## config.mk

```make
export PLATFORM = sky130hd
export DESIGN_NAME = pipeline_hazard_ctrl_flat
export DESIGN_NICKNAME = d
export VERILOG_FILES = /design/src/rtl/pipeline_hazard_ctrl_pkg.sv /design/src/rtl/pipeline_hazard_ctrl_if.sv /design/src/rtl/pipeline_hazard_ctrl_hazard_detect_unit.sv /design/src/rtl/pipeline_hazard_ctrl.sv /design/src/flat_wrapper.sv
export SDC_FILE = /design/constraint.sdc
export NUM_CORES = 1
export LEC_CHECK = 0
export ABC_AREA = 1
export CAP_MARGIN = 10
export CORE_ASPECT_RATIO = 1.5
export CORE_MARGIN = 1
export CORE_UTILIZATION = 48
export DETAILED_ROUTE_END_ITERATION = 6
export MAX_ROUTING_LAYER = met4
export PLACE_DENSITY = 0.8
export SLEW_MARGIN = 20
export SYNTH_ARGS = -nofsm -noshare
export SYNTH_HDL_FRONTEND = slang
export SYNTH_SLANG_ARGS = --single-unit
```

## constraint.sdc

```tcl
create_clock -name clk -period 2 [get_ports clk]
set_input_delay 0.2 -clock clk [delete_from_list [all_inputs] [get_ports clk]]
set_output_delay 0.2 -clock clk [all_outputs]
set_load 0.02 [all_outputs]
```

## src/rtl/pipeline_hazard_ctrl_pkg.sv

```systemverilog
// Shared types and constants for the pipeline hazard controller.
// State encoding, stage-control bundle and timeout default.
package pipeline_hazard_ctrl_pkg;

  typedef enum logic [1:0] {
    ST_RUN        = 2'd0,
    ST_MEM_WAIT   = 2'd1,
    ST_POST_FLUSH = 2'd2
  } state_e;

  localparam logic [4:0] REG_ZERO = 5'd0;
  localparam int MEM_TIMEOUT_DEF = 8;
  localparam int CNT_W_DEF = 16;

  typedef struct packed {
    logic pc_write;
    logic if_id_write;
    logic if_id_flush;
    logic id_ex_write;
    logic id_ex_bubble;
    logic ex_mem_write;
    logic ex_mem_flush;
    logic mem_wb_write;
  } stage_ctrl_t;

  localparam stage_ctrl_t CTRL_RUN = '{
    pc_write: 1'b1, if_id_write: 1'b1, if_id_flush: 1'b0,
    id_ex_write: 1'b1, id_ex_bubble: 1'b0, ex_mem_write: 1'b1,
    ex_mem_flush: 1'b0, mem_wb_write: 1'b1};

  localparam stage_ctrl_t CTRL_RST = '{
    pc_write: 1'b0, if_id_write: 1'b0, if_id_flush: 1'b1,
    id_ex_write: 1'b0, id_ex_bubble: 1'b1, ex_mem_write: 1'b0,
    ex_mem_flush: 1'b1, mem_wb_write: 1'b0};

endpackage

```

## src/rtl/pipeline_hazard_ctrl_if.sv

```systemverilog
// Hazard inputs from ID/EX/MEM and stage-register controls.
// master: hazard controller side; slave: pipeline datapath side.
interface pipeline_hazard_ctrl_if;
  logic [4:0] id_rs1;
  logic [4:0] id_rs2;
  logic       id_uses_rs1;
  logic       id_uses_rs2;
  logic [4:0] ex_rd;
  logic       ex_memread;
  logic       mem_branch_taken;
  logic       dmem_req;
  logic       dmem_ready;

  logic pc_write;
  logic if_id_write;
  logic if_id_flush;
  logic id_ex_write;
  logic id_ex_bubble;
  logic ex_mem_write;
  logic ex_mem_flush;
  logic mem_wb_write;

  modport master (
    input  id_rs1, id_rs2, id_uses_rs1, id_uses_rs2,
    input  ex_rd, ex_memread, mem_branch_taken,
    input  dmem_req, dmem_ready,
    output pc_write, if_id_write, if_id_flush,
    output id_ex_write, id_ex_bubble,
    output ex_mem_write, ex_mem_flush, mem_wb_write
  );

  modport slave (
    output id_rs1, id_rs2, id_uses_rs1, id_uses_rs2,
    output ex_rd, ex_memread, mem_branch_taken,
    output dmem_req, dmem_ready,
    input  pc_write, if_id_write, if_id_flush,
    input  id_ex_write, id_ex_bubble,
    input  ex_mem_write, ex_mem_flush, mem_wb_write
  );
endinterface

```

## src/rtl/pipeline_hazard_ctrl_hazard_detect_unit.sv

```systemverilog
// Load-use comparator: ID source register against an EX load's rd.
// x0 is never a hazard since it is hardwired to zero.
module hazard_detect_unit
  import pipeline_hazard_ctrl_pkg::*;
(
  input  logic [4:0] id_rs1,
  input  logic [4:0] id_rs2,
  input  logic       id_uses_rs1,
  input  logic       id_uses_rs2,
  input  logic [4:0] ex_rd,
  input  logic       ex_memread,
  output logic       load_use
);
  logic hit1;
  logic hit2;

  assign hit1 = id_uses_rs1 && (id_rs1 == ex_rd);
  assign hit2 = id_uses_rs2 && (id_rs2 == ex_rd);
  assign load_use = ex_memread && (ex_rd != REG_ZERO)
                    && (hit1 || hit2);
endmodule

```

## src/rtl/pipeline_hazard_ctrl.sv

```systemverilog
// Hazard/sequencing controller for the 5-stage pipeline.
// Mealy stage controls, memory-wait FSM, bring-up counters.
module pipeline_hazard_ctrl
  import pipeline_hazard_ctrl_pkg::*;
#(
  parameter int MEM_TIMEOUT = MEM_TIMEOUT_DEF,
  parameter int CNT_W = CNT_W_DEF
) (
  input  logic             clk,
  input  logic             res,
  pipeline_hazard_ctrl_if.master hz,
  output logic [1:0]       state,
  output logic             timeout_err,
  output logic [CNT_W-1:0] stall_count,
  output logic [CNT_W-1:0] flush_count
);
  localparam logic [3:0] TO_LAST = 4'(MEM_TIMEOUT - 1);
  localparam logic [CNT_W-1:0] CNT_MAX = '1;

  state_e      state_q, state_d;
  logic [3:0]  wait_cnt, wait_d;
  logic        err_d;
  logic        stall_inc, flush_inc;
  logic        mem_stall, lu_en, load_use;
  stage_ctrl_t ctl;

  hazard_detect_unit u_hdu (
    .id_rs1      (hz.id_rs1),
    .id_rs2      (hz.id_rs2),
    .id_uses_rs1 (hz.id_uses_rs1),
    .id_uses_rs2 (hz.id_uses_rs2),
    .ex_rd       (hz.ex_rd),
    .ex_memread  (hz.ex_memread),
    .load_use    (load_use)
  );

  always_comb begin
    state_d   = ST_RUN;
    wait_d    = '0;
    err_d     = timeout_err;
    stall_inc = 1'b0;
    flush_inc = 1'b0;
    mem_stall = 1'b0;
    lu_en     = 1'b1;
    ctl       = CTRL_RUN;

    unique case (state_q)
      ST_MEM_WAIT: begin
        if (!hz.dmem_ready) begin
          if (wait_cnt == TO_LAST) begin
            err_d = 1'b1;
          end else begin
            mem_stall = 1'b1;
            state_d   = ST_MEM_WAIT;
            wait_d    = wait_cnt + 4'd1;
          end
        end
      end
      ST_POST_FLUSH: begin
        lu_en = 1'b0;
        if (hz.dmem_req && !hz.dmem_ready) begin
          mem_stall = 1'b1;
          state_d   = ST_MEM_WAIT;
          wait_d    = 4'd1;
        end
      end
      default: begin
        if (hz.dmem_req && !hz.dmem_ready) begin
          mem_stall = 1'b1;
          state_d   = ST_MEM_WAIT;
          wait_d    = 4'd1;
        end
      end
    endcase

    // ready/timeout exits fall through to the normal RUN priorities
    if (mem_stall) begin
      ctl = '0;
    end else if (hz.mem_branch_taken) begin
      ctl.if_id_flush  = 1'b1;
      ctl.id_ex_bubble = 1'b1;
      ctl.ex_mem_flush = 1'b1;
      flush_inc = 1'b1;
      state_d   = ST_POST_FLUSH;
    end else if (lu_en && load_use) begin
      ctl.pc_write     = 1'b0;
      ctl.if_id_write  = 1'b0;
      ctl.id_ex_bubble = 1'b1;
      stall_inc = 1'b1;
    end

    if (res) ctl = CTRL_RST;
  end

  always_ff @(posedge clk) begin
    if (res) begin
      state_q     <= ST_RUN;
      wait_cnt    <= '0;
      timeout_err <= 1'b0;
      stall_count <= '0;
      flush_count <= '0;
    end else begin
      state_q     <= state_d;
      wait_cnt    <= wait_d;
      timeout_err <= err_d;
      if (stall_inc && stall_count != CNT_MAX)
        stall_count <= stall_count + CNT_W'(1);
      if (flush_inc && flush_count != CNT_MAX)
        flush_count <= flush_count + CNT_W'(1);
    end
  end

  assign state           = state_q;
  assign hz.pc_write     = ctl.pc_write;
  assign hz.if_id_write  = ctl.if_id_write;
  assign hz.if_id_flush  = ctl.if_id_flush;
  assign hz.id_ex_write  = ctl.id_ex_write;
  assign hz.id_ex_bubble = ctl.id_ex_bubble;
  assign hz.ex_mem_write = ctl.ex_mem_write;
  assign hz.ex_mem_flush = ctl.ex_mem_flush;
  assign hz.mem_wb_write = ctl.mem_wb_write;
endmodule
```

## src/flat_wrapper.sv

```systemverilog
// flat-port wrapper written by rule: the top's interface ports become plain ports
module pipeline_hazard_ctrl_flat import pipeline_hazard_ctrl_pkg::*;
#(
  parameter int MEM_TIMEOUT = MEM_TIMEOUT_DEF,
  parameter int CNT_W = CNT_W_DEF
)
  (clk, res, state, timeout_err, stall_count, flush_count, hz_id_rs1, hz_id_rs2, hz_id_uses_rs1, hz_id_uses_rs2, hz_ex_rd, hz_ex_memread, hz_mem_branch_taken, hz_dmem_req, hz_dmem_ready, hz_pc_write, hz_if_id_write, hz_if_id_flush, hz_id_ex_write, hz_id_ex_bubble, hz_ex_mem_write, hz_ex_mem_flush, hz_mem_wb_write);
  pipeline_hazard_ctrl_if hz_i ();
  input  logic clk;
  input  logic res;
  output logic [1:0] state;
  output logic timeout_err;
  output logic [CNT_W-1:0] stall_count;
  output logic [CNT_W-1:0] flush_count;
  input wire logic [$bits(hz_i.id_rs1)-1:0] hz_id_rs1;
  input wire logic [$bits(hz_i.id_rs2)-1:0] hz_id_rs2;
  input wire logic [$bits(hz_i.id_uses_rs1)-1:0] hz_id_uses_rs1;
  input wire logic [$bits(hz_i.id_uses_rs2)-1:0] hz_id_uses_rs2;
  input wire logic [$bits(hz_i.ex_rd)-1:0] hz_ex_rd;
  input wire logic [$bits(hz_i.ex_memread)-1:0] hz_ex_memread;
  input wire logic [$bits(hz_i.mem_branch_taken)-1:0] hz_mem_branch_taken;
  input wire logic [$bits(hz_i.dmem_req)-1:0] hz_dmem_req;
  input wire logic [$bits(hz_i.dmem_ready)-1:0] hz_dmem_ready;
  output wire logic [$bits(hz_i.pc_write)-1:0] hz_pc_write;
  output wire logic [$bits(hz_i.if_id_write)-1:0] hz_if_id_write;
  output wire logic [$bits(hz_i.if_id_flush)-1:0] hz_if_id_flush;
  output wire logic [$bits(hz_i.id_ex_write)-1:0] hz_id_ex_write;
  output wire logic [$bits(hz_i.id_ex_bubble)-1:0] hz_id_ex_bubble;
  output wire logic [$bits(hz_i.ex_mem_write)-1:0] hz_ex_mem_write;
  output wire logic [$bits(hz_i.ex_mem_flush)-1:0] hz_ex_mem_flush;
  output wire logic [$bits(hz_i.mem_wb_write)-1:0] hz_mem_wb_write;
  assign hz_i.id_rs1 = hz_id_rs1;
  assign hz_i.id_rs2 = hz_id_rs2;
  assign hz_i.id_uses_rs1 = hz_id_uses_rs1;
  assign hz_i.id_uses_rs2 = hz_id_uses_rs2;
  assign hz_i.ex_rd = hz_ex_rd;
  assign hz_i.ex_memread = hz_ex_memread;
  assign hz_i.mem_branch_taken = hz_mem_branch_taken;
  assign hz_i.dmem_req = hz_dmem_req;
  assign hz_i.dmem_ready = hz_dmem_ready;
  assign hz_pc_write = hz_i.pc_write;
  assign hz_if_id_write = hz_i.if_id_write;
  assign hz_if_id_flush = hz_i.if_id_flush;
  assign hz_id_ex_write = hz_i.id_ex_write;
  assign hz_id_ex_bubble = hz_i.id_ex_bubble;
  assign hz_ex_mem_write = hz_i.ex_mem_write;
  assign hz_ex_mem_flush = hz_i.ex_mem_flush;
  assign hz_mem_wb_write = hz_i.mem_wb_write;
  pipeline_hazard_ctrl #(.MEM_TIMEOUT(MEM_TIMEOUT), .CNT_W(CNT_W)) u_core (.clk(clk), .res(res), .hz(hz_i), .state(state), .timeout_err(timeout_err), .stall_count(stall_count), .flush_count(flush_count));
endmodule
```

==> impl_metrics.env <==
export IMPL_worstSetupPathType="reg2out"
export IMPL_yosys_top_cells_area="dfxtp_1, nand2_1, nor2_1"
export IMPL_drive_gt1_share_pct=14.7
export IMPL_hp_start="u_core.timeout_err$_SDFFE_PP0P_"
export IMPL_cts_sinks=39
export IMPL_wl_per_cell_um=11.3
export IMPL_netlist_area_um2=2390
export IMPL_synth_seq_cells=39
export IMPL_ctsHtreeMaxLevel=2
export IMPL_cp_startpoint="u_core.state[0]$_SDFF_PP0_"
export IMPL_syn_nets=397
export IMPL_synthArstFlopShare_pct=0
export IMPL_fin_crit_ns=1.97
export IMPL_place_hpwl_um=4520
export IMPL_slew_headroom_pct=68.6
export IMPL_diodes=0
export IMPL_die_area_um2=5280
export IMPL_wl_um=5900
export IMPL_status="finished clean"
export IMPL_fin_cells=523
export IMPL_synth_seq_area_share_pct=32.6
export IMPL_r2r_end="u_core.stall_count[4]$_SDFFE_PP0P_"
export IMPL_yosysTopAreaCell="dfxtp_1"
export IMPL_cpMaxStageDelayCell="dfxtp_1"
export IMPL_fin_tns_setup_ns=0
export IMPL_reg2reg_from="u_core.wait_cnt[1]$_SDFF_PP0_"
export IMPL_regArea_um2=781
export IMPL_grt_pass1_vias=2447
export IMPL_die_y_um=88.5
export IMPL_endpoint="hz_id_ex_bubble"
export IMPL_antenna_found_initial=0
export IMPL_fin_nets=483
export IMPL_max_cap_viol_count=0
export IMPL_netlist_instances=371
export IMPL_cts_buffers=5
export IMPL_vias=2603
export IMPL_detail_route_antenna_nets=0
export IMPL_via_per_inst=4.98
export IMPL_gp_congestion=0.952
export IMPL_setup_viol=0
export IMPL_cts_tree="done"
export IMPL_pwr_density_cell_nw_per_um2=511
export IMPL_finalHoldViolations=0
export IMPL_drt_pre_antenna_iters=4
export IMPL_worstPathCellList="inv_1, nor2_2, nand2_1, nor2_4, nor2_8, buf_4, a31o_2, clkdlybuf4s15_2"
export IMPL_ys_warn_count=0
export IMPL_cts_root_buf="clkbuf_8"
export IMPL_clock_latency_ns=0.29
export IMPL_start_util_pct=49.8
export IMPL_yosysUniqueCellTypes=33
export IMPL_maxSlewViolCount=0
export IMPL_portBuffers=65
export IMPL_grt_pass1_wl_um=9720
export IMPL_syn_to_final_growth_pct=39.1
export IMPL_grt_max_degree=25
export IMPL_ios=66
export IMPL_grt_setup_unrepaired="true"
export IMPL_place_inst=515
export IMPL_p_seq_share_pct=46.7
export IMPL_whs_ns=0.493
export IMPL_switching_share_pct=24.7
export IMPL_ys_flop_type="dfxtp_1"
export IMPL_cpPeakStageDelay_ns=0.33
export IMPL_crit_path_end_kind="output port"
export IMPL_synth_top_cell_area_share_pct=32.6
export IMPL_grt_usage_pct=24.2
export IMPL_max_freq_mhz=509
export IMPL_synth_most_common_cell="nand2_1"
export IMPL_vdd_drop_max_mv=0.368
export IMPL_gr_total_overflow=0
export IMPL_core_um2=4810
export IMPL_cp_data_arrival_time_ns=1.77
export IMPL_num_rows=31
export IMPL_postCtsHoldBufs=0
export IMPL_synth_edf_count=0
export IMPL_drtIter0Drc=75
export IMPL_place_area_um2=3230
export IMPL_clkTransAtPathRegs_ns=0.07
export IMPL_required_ns=1.80
export IMPL_multi_input_area_um2=1400
export IMPL_p_leak_uw=0.00134
export IMPL_p_comb_share_pct=15.9
export IMPL_r2r_setup_slack_ns=0.24
export IMPL_synth_common_cells="nand2_1, nor2_1, dfxtp_1"
export IMPL_final_area_um2=3330
export IMPL_drc=0
export IMPL_min_period_over_period_pct=98.3
export IMPL_critical_path_max_fanout=4
export IMPL_die_w_um=59.7
export IMPL_worstRegToRegCells=12
export IMPL_p_clk_share_pct=37.4
export IMPL_worstHoldPathType="reg2reg"
export IMPL_clk_path_buf_depth=2
export IMPL_fillCellCount=441
export IMPL_worstSetupStartpointType="register"
export IMPL_switching_power_uw=420
export IMPL_clock_skew_ns=0.00508
export IMPL_tightest_slew_ns=0.468
export IMPL_utilization_pct=69.2
export IMPL_postSynthAreaPerCell_um2=6.45
export IMPL_p_int_uw=1280
-- layer usage --
layer | up-vias | GRT usage [%] | share of wire (%)
met1 | 1183 | 24.0 | 41
met3 | 11 | 4.39 | 5.9
met4 | 0 | 9.51 | 1.8
li1 | 1332 | - | -
met5 | - | - | 0
met2 | 77 | 45.2 | 51
-- sequential cells by signal (all words and copies together), names as in the netlist --
register / count
u_core.flush_count: 16
u_core.wait_cnt: 4
u_core.state: 2
u_core.stall_count: 16
u_core.timeout_err: 1
-- cells by family after synthesis --
group / count (synthesis) / synth area share, %
buffers and inverters: 51 / 9.83
adder cells (fa/ha/maj): 3 / 1.57
AND/OR/NAND/NOR: 238 / 44.8
XOR/XNOR: 15 / 5.49
flip-flops: 39 / 32.6
AO/OA/AOI/OAI: 25 / 5.70
-- area by class of cell --
class	instances	area share [%]
timing repair buffer	89	24.3
multi-input combinational	281	41.9
sequential	39	23.4
tap	66	2.48
clock inverter	2	1.13
clock buffer	5	2.07
inverter	41	4.66
-- how the worst min path moves through the flow --
stage	slack (ns)	cells past startpoint	end
5_1_grt	0.51	2	u_core.timeout_err$_SDFFE_PP0P_
2_1_floorplan	0.27	1	u_core.flush_count[15]$_SDFFE_PP0P_
4_1_cts	0.50	2	u_core.timeout_err$_SDFFE_PP0P_
3_3_place_gp	0.45	2	u_core.timeout_err$_SDFFE_PP0P_
3_5_place_dp	0.48	2	u_core.timeout_err$_SDFFE_PP0P_
6_report	0.49	2	u_core.timeout_err$_SDFFE_PP0P_
-- critical path, delay by kind of cell (launching register included) --
family          cells  cell delay [ns]
buf+inv             3             0.47
simple gates        4             0.47
compound gates      1             0.22
flops               1             0.33
-- cell usage in the layout (no fill, tap or decap), drive strengths merged, types with 2 or more instances in the layout --
| cell | n |
|---|---|
| dfxtp | 39 |
| ha | 3 |
| nand3 | 23 |
| nand2 | 109 |
| nand4 | 9 |
| nor3 | 9 |
| nor2 | 84 |
| xnor2 | 8 |
| clkdlybuf4s50 | 57 |
| inv | 40 |
| o21ai | 5 |
| xor2 | 7 |
| clkbuf | 7 |
| buf | 29 |
| a21oi | 15 |
| a31oi | 2 |
-- power groups by stage --
stage	logic (uW)	registers, uW	clock network, uW
floorplan	134	824	0
global placement	275	813	0
detailed placement	280	813	0
CTS	278	795	650
global route	298	796	681
finish	271	795	636
-- stage by stage --
step,worst slack [ns],power (uW)
3_3_place_gp,-0.243,1090
4_1_cts,0.00537,1720
6_report,0.0335,1700
3_5_place_dp,-0.244,1090
5_1_grt,-0.0509,1770
2_1_floorplan,0.0339,958
-- repair_timing --
action	in CTS	in global routing
setup endpoints to repair	8	8
gates resized for setup	23	11
gates cloned	0	0
pin swaps	1	0
setup buffers	1	0
Note: power is estimated with default switching activity, not from simulation.
